**config.mk**
```make
export PLATFORM = sky130hd
export DESIGN_NAME = bcd_cnt_div
export DESIGN_NICKNAME = d
export VERILOG_FILES = /design/src/rtl/bcd_cnt_div.sv
export SDC_FILE = /design/constraint.sdc
export NUM_CORES = 1
export LEC_CHECK = 0
export CAP_MARGIN = 5
export CORE_UTILIZATION = 45
export DETAILED_ROUTE_END_ITERATION = 8
export HOLD_SLACK_MARGIN = 0.05
export PLACE_DENSITY = 0.75
export SYNTH_ARGS = -nofsm -noshare
export SYNTH_HDL_FRONTEND = slang
export SYNTH_SLANG_ARGS = --single-unit
```
**constraint.sdc**
```tcl
create_clock -name sys_clk -period 1.9 [get_ports sys_clk]
set_input_delay 0.38 -clock sys_clk [delete_from_list [all_inputs] [get_ports sys_clk]]
set_output_delay 0.38 -clock sys_clk [all_outputs]
set_load 0.03 [all_outputs]
```
**src/rtl/bcd_cnt_div.sv**
```systemverilog
// Cascaded-BCD prescaler: counts enabled cycles up to a programmable BCD
// terminal count, emitting decade carries, a wrap tick and a half-rate square wave.
module bcd_cnt_div #(
  parameter int DIGITS = 3
) (
  input  logic                  sys_clk,
  input  logic                  sys_rst,
  input  logic                  cnt_en,
  input  logic                  clr,
  input  logic [4*DIGITS-1:0]   tc_bcd,
  output logic [4*DIGITS-1:0]   cnt,
  output logic [DIGITS-1:0]     carry,
  output logic                  tick,
  output logic                  sq_out
);

  localparam int W = 4 * DIGITS;
  localparam logic [W-1:0] TC_RST = {DIGITS{4'h9}};

  logic [W-1:0]      tc_q;
  logic [DIGITS-1:0] nines;
  logic              wrap;

  // Non-decimal digits (A..F) are loaded as 9 so the count can still reach tc_q.
  function automatic logic [W-1:0] clamp_tc(input logic [W-1:0] v);
    logic [W-1:0] r;
    for (int i = 0; i < DIGITS; i++) begin
      r[4*i +: 4] = (v[4*i +: 4] > 4'd9) ? 4'd9 : v[4*i +: 4];
    end
    return r;
  endfunction

  function automatic logic [DIGITS-1:0] nines_prefix(input logic [W-1:0] v);
    logic [DIGITS-1:0] p;
    logic              run;
    run = 1'b1;
    for (int i = 0; i < DIGITS; i++) begin
      run  = run & (v[4*i +: 4] == 4'd9);
      p[i] = run;
    end
    return p;
  endfunction

  function automatic logic [W-1:0] bcd_inc(input logic [W-1:0] v);
    logic [W-1:0] r;
    logic         cin;
    cin = 1'b1;
    for (int i = 0; i < DIGITS; i++) begin
      if (cin) begin
        r[4*i +: 4] = (v[4*i +: 4] == 4'd9) ? 4'd0 : v[4*i +: 4] + 4'd1;
      end else begin
        r[4*i +: 4] = v[4*i +: 4];
      end
      cin = cin & (v[4*i +: 4] == 4'd9);
    end
    return r;
  endfunction

  always_comb begin
    nines = nines_prefix(cnt);
    carry = nines & {DIGITS{cnt_en}};
    wrap  = cnt_en && (cnt == tc_q);
  end

  always_ff @(posedge sys_clk or posedge sys_rst) begin
    if (sys_rst) begin
      cnt    <= '0;
      tick   <= 1'b0;
      sq_out <= 1'b0;
      tc_q   <= TC_RST;
    end else if (clr) begin
      cnt    <= '0;
      tick   <= 1'b0;
      sq_out <= 1'b0;
      tc_q   <= clamp_tc(tc_bcd);
    end else if (wrap) begin
      cnt    <= '0;
      tick   <= 1'b1;
      sq_out <= ~sq_out;
      tc_q   <= clamp_tc(tc_bcd);
    end else if (cnt_en) begin
      cnt    <= bcd_inc(cnt);
      tick   <= 1'b0;
    end else begin
      tick   <= 1'b0;
    end
  end

endmodule

```
Word-level counts from Yosys, hierarchy flattened

Index checks and enable logic that the tools add are counted.

Register bits after elaboration: 26
Word-level logic and storage cells: 44

Add/subtract/negate cells: 3
$lt $le $gt $ge: 3
Equality and inequality tests: 4
Mux-type cells: 17
Bitwise operators: 4
Reduce and logical (&&, ||, !) cells: 7

Operator list:

| kind                | number |
|---|---|
| $mux 12             | 5 |
| $mux 4              | 8 |
| $add 4x1->4 const B | 3 |
| $eq 12x12->1        | 1 |
| $eq 4x4->1 const B  | 3 |
| $gt 4x4->1 const B  | 3 |
| $reduce_bool 3->1   | 3 |
| $mux 1              | 4 |
| $reduce_and 2->1    | 2 |
| $and 3x3->3         | 1 |
| $and 1x1->1         | 2 |
| $reduce_bool 2->1   | 1 |
| $logic_and 1x1->1   | 1 |
| $not 1->1           | 1 |

Depth between registers and ports, before layout

Depth in word-level cells: 6
Gate-level depth with buffers: 7

Worst setup path after synthesis

Ideal clock, no wire load.

Path type: reg-to-output
Start point: register cnt[0]
End point: output port carry[2]
Arrival: 2.098 ns
Setup slack: -0.578 ns
Cell stages (with the launch flop): 6
Path buffers: 0
Cell sequence: dfrtp_1 > ha_1 > nand4b_4 > inv_2 > nand2_1 > nor3_1

Longest elaborated chain between the ends: 4

RTL lines:

| item                   | line | source |
|---|---|---|
| from (decl)            | 11   | `output logic [4*DIGITS-1:0] cnt,` |
| from (signal assigned) | 82   | `cnt <= bcd_inc(cnt);` |
| $eq 4x4->1             | 38   | `run = run & (v[4*i +: 4] == 4'd9);` |
| $and 1x1->1            | 38   |  |
| $and 1x1->1            | -    |  |
| $and 3x3->3            | 61   | `carry = nines & {DIGITS{cnt_en}};` |
| to (decl)              | 12   | `output logic [DIGITS-1:0] carry,` |

Every way passes these cells.

Worst setup path in the final report

Start point: register tc_q[11]
End point: register tc_q[10]

Longest elaborated chain between the ends: 3

RTL lines:

| item                        | line | source |
|---|---|---|
| from (decl)                 | 20   | `logic [W-1:0] tc_q;` |
| from (signal assigned)      | 75   | `tc_q <= clamp_tc(tc_bcd);` |
| from (signal assigned)      | 80   | `tc_q <= clamp_tc(tc_bcd);` |
| $eq 12x12->1                | 62   | `wrap = cnt_en && (cnt == tc_q);` |
| $logic_and 1x1->1           | 62   |  |
| $reduce_bool 2->1 (no line) | -    |  |

Every way passes these cells.
A chain may end at the register's enable or synchronous reset.

==> out/qor.txt <==
Outcome: finished with violations
Violated checks: negative setup slack
Setup ws final: -0.130 ns
Worst EP arrival: 2.26 ns
FF-to-FF path depth: 6
Post-synthesis sequential area ratio: 44.0%
Buffers on Ports: 32
Achievable Freq: 0.493 GHz
Post-CTS Hold Buffers: 0
Max Cap Viol: 0
Avg WL per Cell: 14.8 µm
Synthesized instance count: 145
Max-slew headroom: 73.4%
Initial antenna violation count: 0
Pre-CTS setup slack: -0.140 ns
Clock Path Buffers: 2
Register-to-register setup slack: -0.13 ns
Final setup violation count: 14
DIE WIDTH: 59.6 µm
Post-DRT Antenna Nets: 0
GRT Util Overall: 22.7%
CTS Root Cell: clkbuf_4
RR Endpoint: tc_q[10]
Reg2reg start: tc_q[11]
Layout area overhead: 55.5%
Fin crit period: 2.03 ns
Overall power: 1.12 mW
CP startpoint: tc_q[11]
Worst slew pin tran: 0.395 ns
RSZ-0062 raised after global routing: true
Most frequent cell after synthesis: dfrtp_1
CP endpoint kind: flip-flop
Synth cell count leaders: dfrtp_1, mux2_2, nand2_1
DR iter-0 viols: 104
TritonCTS Sinks: 26
Leak: 1.11 nW
Row Count: 20
Largest net degree at the start of global routing: 27
Clock skew: 0.0112 ns
Avg Inst Size Synth: 10.3 µm²
Setup tns final: -1.35 ns
DRC: 0
Nets: 235
Main synth FF type: dfrtp_1
Largest area contributor in the netlist: dfrtp_1
Area contributors post-synth: dfrtp_1, dfstp_2, mux2_2, xnor2_1, ha_1
Final-report max-slew violation count: 0
CTS tree: done
Total gr overflow: 0
Via Count: 1,320
Vias in the first global route: 1,317
Startpoint Class: flip-flop
FFs w/ async S/R, synth: 100%
Crit path to: tc_q[10]
GPL Wtd Cong: 0.882
First-pass GRT wire length: 5980 µm
Die Ht: 59.6 µm
Die area: 3560 µm²
Number of vias per cell: 5.16
Routed wire length: 3790 µm
CP Max Fanout: 6
Power Dens Cells: 481 nW/µm²
Synth unique cells: 33
Ant diodes: 0
Initial Util: 48.2%
WS Path Type: flip-flop to flip-flop
# H-tree levels: 1
Core Region: 3100 µm²
Maximum vdd drop: 378 µV
Ports: 33
Yosys Warn Count: 0
Fill count: 226
Clk slew on worst S/H paths: 0.15 ns
Final Instance Area: 2320 µm²
Cell Area, Placed: 2030 µm²
Period utilisation layout: 107%
Final hold violation count: 0
Mapped Nets: 167
Mapped Area: 1500 µm²
Hold WC Path Type: primary input to asynchronous set/reset pin
Insertion delay to the later sink of the worst-skew pair: 0.33 ns
Clock buffer count from CTS: 3
Share of cells above drive strength 1: 42.0%
FF+latch count, synth: 26
DR pass1 iterations: 4
Post-DP HPWL: 2630 µm
CP required: 2.13 ns
Hold WS: 0.392 ns
Number of synthesized flops with an enable pin: 0
Yosys top cell area share: 33.5%
## critical path, stage by stage (launching register included)
cell	delay, ns
dfstp_2	0.59
xnor2_2	0.11
nand4_1	0.21
o41ai_4	0.41
buf_4	0.19
buf_12	0.12
mux2_4	0.30
## per-layer routing
layer	vias up	routed length, µm	track usage (%)
met3	4	85	2.62
met4	0	41	8.31
met2	24	1980	40.0
li1	640	-	-
met1	652	1690	28.3
met5	-	0	0
## kinds of logic after synthesis
logic type / Yosys count / share of synthesized area, %
compound gates: 23 / 10.2
xor+xnor: 12 / 7.03
fa+ha+maj: 6 / 5.02
buf+inv: 11 / 3.60
flops: 26 / 44.0
mux: 14 / 10.5
simple gates: 53 / 19.7
## repair_timing
| action | in CTS | in global routing |
|---|---|---|
| gates cloned | 1 | 0 |
| setup endpoints to repair | 26 | 29 |
| pin swaps | 6 | 5 |
| hold endpoints to repair | 0 | 0 |
| resized for setup | 29 | 23 |
| buffers inserted | 7 | 7 |
## worst min path at each step
stage | to | slack [ns] | depth (start not counted)
6_report | tc_q[5] | 0.39 | 3
5_1_grt | tc_q[9] | 0.45 | 3
4_1_cts | tc_q[5] | 0.40 | 3
3_5_place_dp | tc_q[5] | 0.52 | 1
3_3_place_gp | tc_q[5] | 0.52 | 1
2_1_floorplan | cnt[4] | 0.41 | 1
## where the power goes
| part | switching [mW] | internal [mW] |
|---|---|---|
| Clock | 0.171 | 0.0822 |
| Combinational | 0.0986 | 0.146 |
| Sequential | 0.0262 | 0.593 |
## flip-flops by register name, indices dropped and copies added, names as in the netlist
register	flops
tick	1
sq_out	1
tc_q	12
cnt	12
## final cells by class
class / instances / area (µm²) / share of cell area, %
multi-input combinational: 108 / 923 / 39.7
sequential: 26 / 672 / 28.9
timing repair buffer: 66 / 613 / 26.4
tap: 44 / 55.1 / 2.37
inverter: 8 / 35.0 / 1.51
clock buffer: 4 / 26.3 / 1.13
## cell usage in the layout (no fill, tap or decap), types with 7 or more instances in the layout
cell type        count
dfrtp_1              9
nor2_1               9
xnor2_1              8
o21ai_0              8
dlygate4sd2_1       11
buf_6                7
nand2_1             11
dfrtp_2             11
nor2b_1              7
clkdlybuf4s50_1     17
a21oi_1              9
mux2_4              12
buf_4               28
## through the flow
stage | instances | util, %
global placement | 238 | 65.5
detailed placement | 238 | 65.5
global route | 256 | 74.9
floorplan | 145 | -
finish | 256 | 74.9
CTS | 250 | 71.0
Power figures use the tool's default switching activity.
